**src/rtl/cpu_axi_bridge_pkg.sv**
```systemverilog
// Shared constants for the sram-like to AXI3 bridge: FSM encodings, AXI IDs, access sizes.
package cpu_axi_bridge_pkg;

  typedef logic [2:0] brg_state_t;

  localparam brg_state_t BRG_ST_IDLE    = 3'd0;
  localparam brg_state_t BRG_ST_RD_AR   = 3'd1;
  localparam brg_state_t BRG_ST_RD_R    = 3'd2;
  localparam brg_state_t BRG_ST_WR_AW_W = 3'd3;
  localparam brg_state_t BRG_ST_WR_B    = 3'd4;
  localparam brg_state_t BRG_ST_RESP    = 3'd5;

  localparam int unsigned AXI_ID_INST = 0;
  localparam int unsigned AXI_ID_DATA = 1;

  localparam logic [1:0] SZ_BYTE = 2'd0;
  localparam logic [1:0] SZ_HALF = 2'd1;
  localparam logic [1:0] SZ_WORD = 2'd2;

endpackage

```
**src/rtl/cpu_axi_bridge_if.sv**
```systemverilog
// AXI3 subset driven by the bridge; len/burst/lock/cache/prot/wlast are tied off outside.
interface cpu_axi_bridge_if #(
  parameter int unsigned ADDR_W = 32,
  parameter int unsigned DATA_W = 32
);
  logic [3:0]          arid;
  logic [ADDR_W-1:0]   araddr;
  logic [2:0]          arsize;
  logic                arvalid;
  logic                arready;
  logic [3:0]          rid;
  logic [DATA_W-1:0]   rdata;
  logic                rvalid;
  logic                rready;
  logic [3:0]          awid;
  logic [ADDR_W-1:0]   awaddr;
  logic [2:0]          awsize;
  logic                awvalid;
  logic                awready;
  logic [DATA_W-1:0]   wdata;
  logic [DATA_W/8-1:0] wstrb;
  logic                wvalid;
  logic                wready;
  logic                bvalid;
  logic                bready;

  modport master (
    output arid, araddr, arsize, arvalid, rready,
    output awid, awaddr, awsize, awvalid, wdata, wstrb, wvalid, bready,
    input  arready, rid, rdata, rvalid, awready, wready, bvalid
  );

  modport slave (
    input  arid, araddr, arsize, arvalid, rready,
    input  awid, awaddr, awsize, awvalid, wdata, wstrb, wvalid, bready,
    output arready, rid, rdata, rvalid, awready, wready, bvalid
  );
endinterface

```
**src/rtl/cpu_axi_bridge_wstrb_gen.sv**
```systemverilog
// Byte-lane strobe from access size and the low address bits; size 3 yields no lanes.
module cpu_axi_bridge_wstrb_gen
  import cpu_axi_bridge_pkg::*;
(
  input  logic [1:0] size,
  input  logic [1:0] addr_lo,
  output logic [3:0] wstrb
);

  // Decode size/offset into the enabled byte lanes.
  always_comb begin
    wstrb = 4'b0000;
    unique case (size)
      SZ_BYTE: wstrb = 4'b0001 << addr_lo;
      SZ_HALF: wstrb = addr_lo[1] ? 4'b1100 : 4'b0011;
      SZ_WORD: wstrb = 4'b1111;
      default: wstrb = 4'b0000;
    endcase
  end

endmodule

```
**src/rtl/cpu_axi_bridge.sv**
```systemverilog
// Blocking bridge from the core's inst/data sram-like ports to one AXI3 master.
// One transaction in flight; the data port wins arbitration over the inst port.
module cpu_axi_bridge
  import cpu_axi_bridge_pkg::*;
#(
  parameter int unsigned ADDR_W  = 32,
  parameter int unsigned DATA_W  = 32,
  parameter int unsigned INST_ID = AXI_ID_INST,
  parameter int unsigned DATA_ID = AXI_ID_DATA
) (
  input  logic              clk,
  input  logic              resetn,

  input  logic              inst_req,
  input  logic [1:0]        inst_size,
  input  logic [ADDR_W-1:0] inst_addr,
  output logic              inst_addr_ok,
  output logic              inst_data_ok,
  output logic [DATA_W-1:0] inst_rdata,

  input  logic              data_req,
  input  logic              data_wr,
  input  logic [1:0]        data_size,
  input  logic [ADDR_W-1:0] data_addr,
  input  logic [DATA_W-1:0] data_wdata,
  output logic              data_addr_ok,
  output logic              data_data_ok,
  output logic [DATA_W-1:0] data_rdata,

  cpu_axi_bridge_if.master  axi
);

  brg_state_t        state_q, state_d;
  logic              is_data_q;  // 1: current transaction belongs to the data port
  logic [ADDR_W-1:0] addr_q;
  logic [1:0]        size_q;
  logic [DATA_W-1:0] wdata_q;
  logic              aw_done_q, w_done_q;
  logic [DATA_W-1:0] inst_rdata_q, data_rdata_q;

  logic idle, accept, aw_fire, w_fire, aw_ok, w_ok, r_fire;
  logic [3:0] wstrb;

  assign idle         = (state_q == BRG_ST_IDLE);
  assign data_addr_ok = idle & data_req;
  assign inst_addr_ok = idle & ~data_req & inst_req;
  assign accept       = data_addr_ok | inst_addr_ok;

  assign aw_fire = axi.awvalid & axi.awready;
  assign w_fire  = axi.wvalid & axi.wready;
  // Each write channel counts as done once it has handshaken, now or earlier.
  assign aw_ok   = aw_done_q | aw_fire;
  assign w_ok    = w_done_q | w_fire;
  assign r_fire  = (state_q == BRG_ST_RD_R) & axi.rvalid;

  // Next-state logic for the single-outstanding transaction FSM.
  always_comb begin
    state_d = state_q;
    unique case (state_q)
      BRG_ST_IDLE:    if (accept) state_d = data_addr_ok & data_wr ? BRG_ST_WR_AW_W : BRG_ST_RD_AR;
      BRG_ST_RD_AR:   if (axi.arready) state_d = BRG_ST_RD_R;
      BRG_ST_RD_R:    if (axi.rvalid) state_d = BRG_ST_RESP;
      BRG_ST_WR_AW_W: if (aw_ok && w_ok) state_d = BRG_ST_WR_B;
      BRG_ST_WR_B:    if (axi.bvalid) state_d = BRG_ST_RESP;
      BRG_ST_RESP:    state_d = BRG_ST_IDLE;
      default:        state_d = BRG_ST_IDLE;
    endcase
  end

  // FSM state register.
  always_ff @(posedge clk or negedge resetn) begin
    if (!resetn) state_q <= BRG_ST_IDLE;
    else         state_q <= state_d;
  end

  // Latch the granted request at the addr_ok handshake.
  always_ff @(posedge clk or negedge resetn) begin
    if (!resetn) begin
      is_data_q <= 1'b0;
      addr_q    <= '0;
      size_q    <= '0;
      wdata_q   <= '0;
    end else if (accept) begin
      is_data_q <= data_req;
      addr_q    <= data_req ? data_addr : inst_addr;
      size_q    <= data_req ? data_size : inst_size;
      wdata_q   <= data_wdata;
    end
  end

  // Track independent AW and W completion; cleared when a new request is accepted.
  always_ff @(posedge clk or negedge resetn) begin
    if (!resetn) begin
      aw_done_q <= 1'b0;
      w_done_q  <= 1'b0;
    end else if (accept) begin
      aw_done_q <= 1'b0;
      w_done_q  <= 1'b0;
    end else begin
      if (aw_fire) aw_done_q <= 1'b1;
      if (w_fire)  w_done_q  <= 1'b1;
    end
  end

  // Capture read data into the owning port's register; it holds until that port's next read.
  always_ff @(posedge clk or negedge resetn) begin
    if (!resetn) begin
      inst_rdata_q <= '0;
      data_rdata_q <= '0;
    end else if (r_fire) begin
      if (is_data_q) data_rdata_q <= axi.rdata;
      else           inst_rdata_q <= axi.rdata;
    end
  end

  cpu_axi_bridge_wstrb_gen u_wstrb_gen (
    .size    (size_q),
    .addr_lo (addr_q[1:0]),
    .wstrb   (wstrb)
  );

  assign inst_rdata   = inst_rdata_q;
  assign data_rdata   = data_rdata_q;
  assign inst_data_ok = (state_q == BRG_ST_RESP) & ~is_data_q;
  assign data_data_ok = (state_q == BRG_ST_RESP) & is_data_q;

  assign axi.arid    = is_data_q ? 4'(DATA_ID) : 4'(INST_ID);
  assign axi.araddr  = addr_q;
  assign axi.arsize  = {1'b0, size_q};
  assign axi.arvalid = (state_q == BRG_ST_RD_AR);
  assign axi.rready  = (state_q == BRG_ST_RD_R);

  assign axi.awid    = 4'(DATA_ID);
  assign axi.awaddr  = addr_q;
  assign axi.awsize  = {1'b0, size_q};
  assign axi.awvalid = (state_q == BRG_ST_WR_AW_W) & ~aw_done_q;
  assign axi.wdata   = wdata_q;
  assign axi.wstrb   = wstrb;
  assign axi.wvalid  = (state_q == BRG_ST_WR_AW_W) & ~w_done_q;
  assign axi.bready  = (state_q == BRG_ST_WR_B);

endmodule

```
**src/flat_wrapper.sv**
```systemverilog
// flat-port wrapper written by rule: the top's interface ports become plain ports
module cpu_axi_bridge_flat import cpu_axi_bridge_pkg::*;
#(
  parameter int unsigned ADDR_W  = 32,
  parameter int unsigned DATA_W  = 32,
  parameter int unsigned INST_ID = AXI_ID_INST,
  parameter int unsigned DATA_ID = AXI_ID_DATA
)
  (clk, resetn, inst_req, inst_size, inst_addr, inst_addr_ok, inst_data_ok, inst_rdata, data_req, data_wr, data_size, data_addr, data_wdata, data_addr_ok, data_data_ok, data_rdata, axi_arid, axi_araddr, axi_arsize, axi_arvalid, axi_rready, axi_awid, axi_awaddr, axi_awsize, axi_awvalid, axi_wdata, axi_wstrb, axi_wvalid, axi_bready, axi_arready, axi_rid, axi_rdata, axi_rvalid, axi_awready, axi_wready, axi_bvalid);
  cpu_axi_bridge_if #(.ADDR_W(ADDR_W), .DATA_W(DATA_W)) axi_i ();
  input  logic clk;
  input  logic resetn;
  input  logic inst_req;
  input  logic [1:0] inst_size;
  input  logic [ADDR_W-1:0] inst_addr;
  output logic inst_addr_ok;
  output logic inst_data_ok;
  output logic [DATA_W-1:0] inst_rdata;
  input  logic data_req;
  input  logic data_wr;
  input  logic [1:0] data_size;
  input  logic [ADDR_W-1:0] data_addr;
  input  logic [DATA_W-1:0] data_wdata;
  output logic data_addr_ok;
  output logic data_data_ok;
  output logic [DATA_W-1:0] data_rdata;
  output wire logic [$bits(axi_i.arid)-1:0] axi_arid;
  output wire logic [$bits(axi_i.araddr)-1:0] axi_araddr;
  output wire logic [$bits(axi_i.arsize)-1:0] axi_arsize;
  output wire logic [$bits(axi_i.arvalid)-1:0] axi_arvalid;
  output wire logic [$bits(axi_i.rready)-1:0] axi_rready;
  output wire logic [$bits(axi_i.awid)-1:0] axi_awid;
  output wire logic [$bits(axi_i.awaddr)-1:0] axi_awaddr;
  output wire logic [$bits(axi_i.awsize)-1:0] axi_awsize;
  output wire logic [$bits(axi_i.awvalid)-1:0] axi_awvalid;
  output wire logic [$bits(axi_i.wdata)-1:0] axi_wdata;
  output wire logic [$bits(axi_i.wstrb)-1:0] axi_wstrb;
  output wire logic [$bits(axi_i.wvalid)-1:0] axi_wvalid;
  output wire logic [$bits(axi_i.bready)-1:0] axi_bready;
  input wire logic [$bits(axi_i.arready)-1:0] axi_arready;
  input wire logic [$bits(axi_i.rid)-1:0] axi_rid;
  input wire logic [$bits(axi_i.rdata)-1:0] axi_rdata;
  input wire logic [$bits(axi_i.rvalid)-1:0] axi_rvalid;
  input wire logic [$bits(axi_i.awready)-1:0] axi_awready;
  input wire logic [$bits(axi_i.wready)-1:0] axi_wready;
  input wire logic [$bits(axi_i.bvalid)-1:0] axi_bvalid;
  assign axi_arid = axi_i.arid;
  assign axi_araddr = axi_i.araddr;
  assign axi_arsize = axi_i.arsize;
  assign axi_arvalid = axi_i.arvalid;
  assign axi_rready = axi_i.rready;
  assign axi_awid = axi_i.awid;
  assign axi_awaddr = axi_i.awaddr;
  assign axi_awsize = axi_i.awsize;
  assign axi_awvalid = axi_i.awvalid;
  assign axi_wdata = axi_i.wdata;
  assign axi_wstrb = axi_i.wstrb;
  assign axi_wvalid = axi_i.wvalid;
  assign axi_bready = axi_i.bready;
  assign axi_i.arready = axi_arready;
  assign axi_i.rid = axi_rid;
  assign axi_i.rdata = axi_rdata;
  assign axi_i.rvalid = axi_rvalid;
  assign axi_i.awready = axi_awready;
  assign axi_i.wready = axi_wready;
  assign axi_i.bvalid = axi_bvalid;
  cpu_axi_bridge #(.ADDR_W(ADDR_W), .DATA_W(DATA_W), .INST_ID(INST_ID), .DATA_ID(DATA_ID)) u_core (.clk(clk), .resetn(resetn), .inst_req(inst_req), .inst_size(inst_size), .inst_addr(inst_addr), .inst_addr_ok(inst_addr_ok), .inst_data_ok(inst_data_ok), .inst_rdata(inst_rdata), .data_req(data_req), .data_wr(data_wr), .data_size(data_size), .data_addr(data_addr), .data_wdata(data_wdata), .data_addr_ok(data_addr_ok), .data_data_ok(data_data_ok), .data_rdata(data_rdata), .axi(axi_i));
endmodule
```
**config.mk**
```make
export PLATFORM = sky130hd
export DESIGN_NAME = cpu_axi_bridge_flat
export DESIGN_NICKNAME = d
export VERILOG_FILES = /design/src/rtl/cpu_axi_bridge_pkg.sv /design/src/rtl/cpu_axi_bridge_if.sv /design/src/rtl/cpu_axi_bridge_wstrb_gen.sv /design/src/rtl/cpu_axi_bridge.sv /design/src/flat_wrapper.sv
export SDC_FILE = /design/constraint.sdc
export NUM_CORES = 1
export LEC_CHECK = 0
export CAP_MARGIN = 10
export CELL_PAD_IN_SITES_DETAIL_PLACEMENT = 0
export CELL_PAD_IN_SITES_GLOBAL_PLACEMENT = 1
export CORE_AREA = 3 3 142 144
export DETAILED_ROUTE_END_ITERATION = 6
export DIE_AREA = 0 0 145 147
export GPL_ROUTABILITY_DRIVEN = 0
export PLACE_DENSITY = 0.86
export SKIP_CTS_REPAIR_TIMING = 1
export SLEW_MARGIN = 20
export SYNTH_ARGS = -nofsm -noshare
export SYNTH_HDL_FRONTEND = slang
export SYNTH_HIERARCHICAL = 1
export SYNTH_SLANG_ARGS = --single-unit
```
**constraint.sdc**
```tcl
create_clock -name clk -period 2.5 [get_ports clk]
set_input_delay 0.5 -clock clk [delete_from_list [all_inputs] [get_ports clk]]
set_output_delay 0.5 -clock clk [all_outputs]
set_load 0.02 [all_outputs]
```
# Word-level counts from Yosys, hierarchy flattened
# Index checks and enable logic that the tools add are counted.
# Widths: inputs -> output; s select.
dict set report word_totals {
  register_bits 136
  inputBits 146
}
dict set report classes {
  eq_ne 12
  n_shift 1
  muxes 16
  bitwise_logic 18
  reduce_logical 8
}
# op n
set op_table {}
lappend op_table {{$mux 32} 1}
lappend op_table {{$mux 3} 5}
lappend op_table {{$pmux 3 s5} 1}
lappend op_table {{$pmux 4 s3} 1}
lappend op_table {{$and 1x1->1} 11}
lappend op_table {{$ne 2x1->1 const B} 4}
lappend op_table {{$eq 3x2->1 const B} 2}
lappend op_table {{$eq 3x3->1 const B} 2}
lappend op_table {{$mux 1} 5}
lappend op_table {{$reduce_and 5->1} 1}
lappend op_table {{$mux 2} 2}
lappend op_table {{$mux 4} 1}
lappend op_table {{$not 1->1} 4}
lappend op_table {{$reduce_and 2->1} 2}
lappend op_table {{$reduce_bool 2->1} 2}
lappend op_table {{$shl 1x2->4 const A} 1}
lappend op_table {{$eq 3x1->1 const B} 1}
lappend op_table {{$logic_not 3->1} 1}
lappend op_table {{$or 1x1->1} 3}
lappend op_table {{$eq 2x1->1 const B} 1}
lappend op_table {{$eq 2x2->1 const B} 1}
lappend op_table {{$logic_not 2->1} 1}
lappend op_table {{$ne 2x2->1 const B} 1}
lappend op_table {{$logic_and 1x1->1} 1}

# Longest topological paths before layout
dict set report logic_depth {
  ltp_word 7
  ltp_mapped 6
}

# Hierarchy
# Netlist, hierarchy kept.
# module instances cells_per_inst area_each_um2
set modules_own_cells {}
lappend modules_own_cells {cpu_axi_bridge 1 401 5964.5}
lappend modules_own_cells {cpu_axi_bridge_wstrb_gen 1 8 66.3}

# Worst setup path before layout
# Ideal clock, no wire load.
dict set report synth_path {
  kind {register to register}
  from {reg u_core.state_q[0]}
  to {reg u_core.inst_rdata_q[10] (netlist: u_core/inst_rdata[10])}
  arrival_ps 1812
  path_slack_ps 564
  stages_incl_launch_ff 6
  n_path_buf 2
  period_less_slack_ps 1936
  path_cell_list {dfrtp_1 -> buf_2 -> nor3b_2 -> nor3b_4 -> buf_6 -> mux2_2}
}
dict set report synth_via {
  elab_chain_len 3
}
# element line_no
set synth_rtl {}
lappend synth_rtl {{start, declared} cpu_axi_bridge.sv:33} ;# brg_state_t state_q, state_d;
lappend synth_rtl {{start signal, assigned} cpu_axi_bridge.sv:73} ;# else state_q <= state_d;
lappend synth_rtl {{$eq 3x2->1} n/a}
lappend synth_rtl {{net axi_rready} flat_wrapper.sv:31} ;# output wire logic [$bits(axi_i.rready)-1:0] axi_rready;
lappend synth_rtl {{$and 1x1->1} cpu_axi_bridge.sv:54} ;# assign r_fire = (state_q == BRG_ST_RD_R) & axi.rvalid;
lappend synth_rtl {{$reduce_and 2->1 (no source line)} n/a}
lappend synth_rtl {{end signal, assigned} cpu_axi_bridge.sv:112} ;# else inst_rdata_q <= axi.rdata;
lappend synth_rtl {{end, declared} cpu_axi_bridge.sv:39} ;# logic [DATA_W-1:0] inst_rdata_q, data_rdata_q;
# The timed path passes the listed nets, and every way through them passes these cells.
# A chain may end at the register's enable or synchronous reset.

# Worst setup path in the final report
dict set report layout_path {
  from {reg u_core.state_q[1]}
  to {out data_data_ok}
}
dict set report layout_via {
  elab_chain_len 2
}
# element line_no
set layout_rtl {}
lappend layout_rtl {{$eq 3x3->1} cpu_axi_bridge.sv:125} ;# assign data_data_ok = (state_q == BRG_ST_RESP) & is_data_q;
lappend layout_rtl {{$and 1x1->1} cpu_axi_bridge.sv:125}
lappend layout_rtl {{end, declared} flat_wrapper.sv:25} ;# output logic data_data_ok;
# Every way passes these cells.

==> metrics <==
vias in the first global route=4,899; nets@finish=846; 1st-pass router iterations=4; WL per Instance=18.21 um; clk sinks=136; worst-margin pin slew=0.7234 ns; RSZ-0062 raised after global routing=no; num ports=333; final setup skew=0.01043 ns; final max-slew violation count=0; synth top area cells=dfrtp_1 56%, mux2_2 31%, buf_4 5.6%, buf_6 0.93%, buf_2 0.75%; leading area contributor after synthesis=dfrtp_1; hold slack=0.4267 ns; largest net degree at the start of global routing=136; clk slew on worst S/H paths=0.06 ns; final hold viol count=0; Final Power=13.67 mW; Die X=145 um; final number of setup-violating endpoints=0; Data required, critical path=2.00 ns; CP max-delay cell=clkdlybuf4s50_1; CP startpoint kind=flip-flop; Max VDD drop=799.4 uV; layout cells sized above 1=30.43%; worst path arrival time=1.90 ns; routed vias/inst=4.448; drt first-iter violations=62; CP peak stage delay=0.63 ns; root buffer selected by CTS=clkbuf_16; htree depth=4; Rel. slew slack=51.78%; Initial Utilization=32.03%; Post-synth ARST share=100.0%; share of the synthesized area in the top cell type=56.43%; Seq cells post-synth=136; DRC=0; P per Cell Area=1395 nW/um2; CTS tree=done; PortBufs=319; Routed WL=17.72 mm; cell area after synthesis=6031 um2; Worst-Skew Late Latency=0.41 ns; endpoint type of the worst setup path=output pin; family with the most delay on the worst path=buffers and inverters; hold crit path type=in2async; number of max-cap violations=0; antenna-violating nets left=0; Mapped Cells=409; final critical-path required period=2.398 ns; Die Area=21,320 um2; antenna cells=0; grt ovf=0; CP Class=reg2out; Rows=50; Area Overhead vs Synth=62.47%; HPWL Detailed=13.62 mm; top cell types by occurrence after synthesis=165 x mux2_2, 136 x dfrtp_1, 45 x buf_4, 9 x buf_2, 6 x nor2_1; Core Area=18,830 um2; synth unique cells=37; sequential area share after synthesis=56.43%; most common cell in the netlist=mux2_2; ordered cell list for the critical path=buf_4, and4b_1, clkdlybuf4s50_1; first-pass GRT wire length=27.59 mm; Final period util=95.90%; Yosys warning count=6; Vias=4,328; CP Max Fanout=11; Worst Path Buf+Inv=2; EDFF count, synth=0; CTS Buf Count=17; Total Routing Usage GR=16.39%; antenna violations before repair=0; Pleak=4.107 nW; Top FF cell, synth=dfrtp_1; Clock Path Buffers=2; Max Clk Rate=417.1 MHz; die span in y=147 um; Syn Area/Cell=14.75 um2; outcome=completed
[final cells by class]
cell class / instances / area [um2]
fillers: 1587 / 9032
flip-flops and latches: 136 / 3405
repair buffers: 329 / 3322
multi-input cells: 213 / 2190
clock buffers: 21 / 470.5
well taps: 260 / 325.3
clock inverters: 11 / 75.07
inverters: 3 / 11.26
[worst paths after layout]
| check | startpoint | endpoint | slack (ns) | depth (start not counted) |
|---|---|---|---|---|
| worst max-delay path | u_core/state_q[1]$_DFFE_PN0P_ | data_data_ok | 0.10 | 3 |
| worst min-delay path | resetn | u_core/inst_rdata[10]$_DFFE_PN0P_ | 0.43 | 2 |
| worst max register to register | u_core/state_q[0]$_DFFE_PN0P_ | u_core/axi.araddr[13]$_DFFE_PN0P_ | 0.71 | 4 |
| worst min register to register | u_core/axi.wdata[8]$_DFFE_PN0P_ | u_core/axi.wdata[8]$_DFFE_PN0P_ | 0.50 | 1 |
| max in group asynchronous | resetn | u_core/state_q[0]$_DFFE_PN0P_ | 1.14 | 3 |
| min in group clk | data_req | u_core/is_data_q$_DFFE_PN0P_ | 0.46 | 3 |
[where the power goes]
| group | total, mW | internal (mW) | switching (mW) |
|---|---|---|---|
| combinational | 7.26 | 3.89 | 3.37 |
| sequential | 4.11 | 3.33 | 0.778 |
| clock | 2.30 | 1.34 | 0.961 |
[registers in the layout (all words and copies together) (netlist names)]
register and flops:
u_core/axi.wdata 32, u_core/w_done_q 1, u_core/aw_done_q 1, u_core/size_q 2
u_core/inst_rdata 32, u_core/data_rdata 32, u_core/axi.araddr 32, u_core/state_q 3
u_core/is_data_q 1
[layout by cell type (no fill, tap or decap), types with 3 or more instances in the layout]
cell,n
dlymetal6s2s_1,7
buf_4,6
dfrtp_1,135
nor2_1,6
buf_12,3
inv_1,3
clkdlybuf4s50_1,310
mux2_2,165
clkbuf_16,17
clkbuf_8,3
and2_1,3
clkinv_2,4
clkinvlp_4,5
conb_1,9
[per-stage QoR]
step	util [%]	std cells	TNS, ns	setup slack [ns]	area, um2
floorplan	-	416	0	0.5636	6057
global placement	48.96	940	0	0.1351	9219
detailed placement	48.96	940	0	0.1601	9219
CTS	51.85	972	-0.7402	-0.1856	9764
global route	52.03	973	0	0.009402	9798
finish	52.03	973	0	0.1024	9798
[layer usage]
metal	GRT usage, %	share of wire [%]	vias up
li1	-	-	1972
met1	17.64	37	2146
met2	30.45	54	199
met3	6.693	8.5	11
met4	3.325	0.85	0
met5	0	0	-
[kinds of logic after synthesis]
logic type	Yosys count	synth area share (%)
buffers and inverters	67	7.800
DFF	136	56.43
AOI/OAI and AO/OA	12	1.494
muxes	166	31.18
other	2	0.1245
and+or+nand+nor	26	2.967
(Power assumes the default switching activity.)
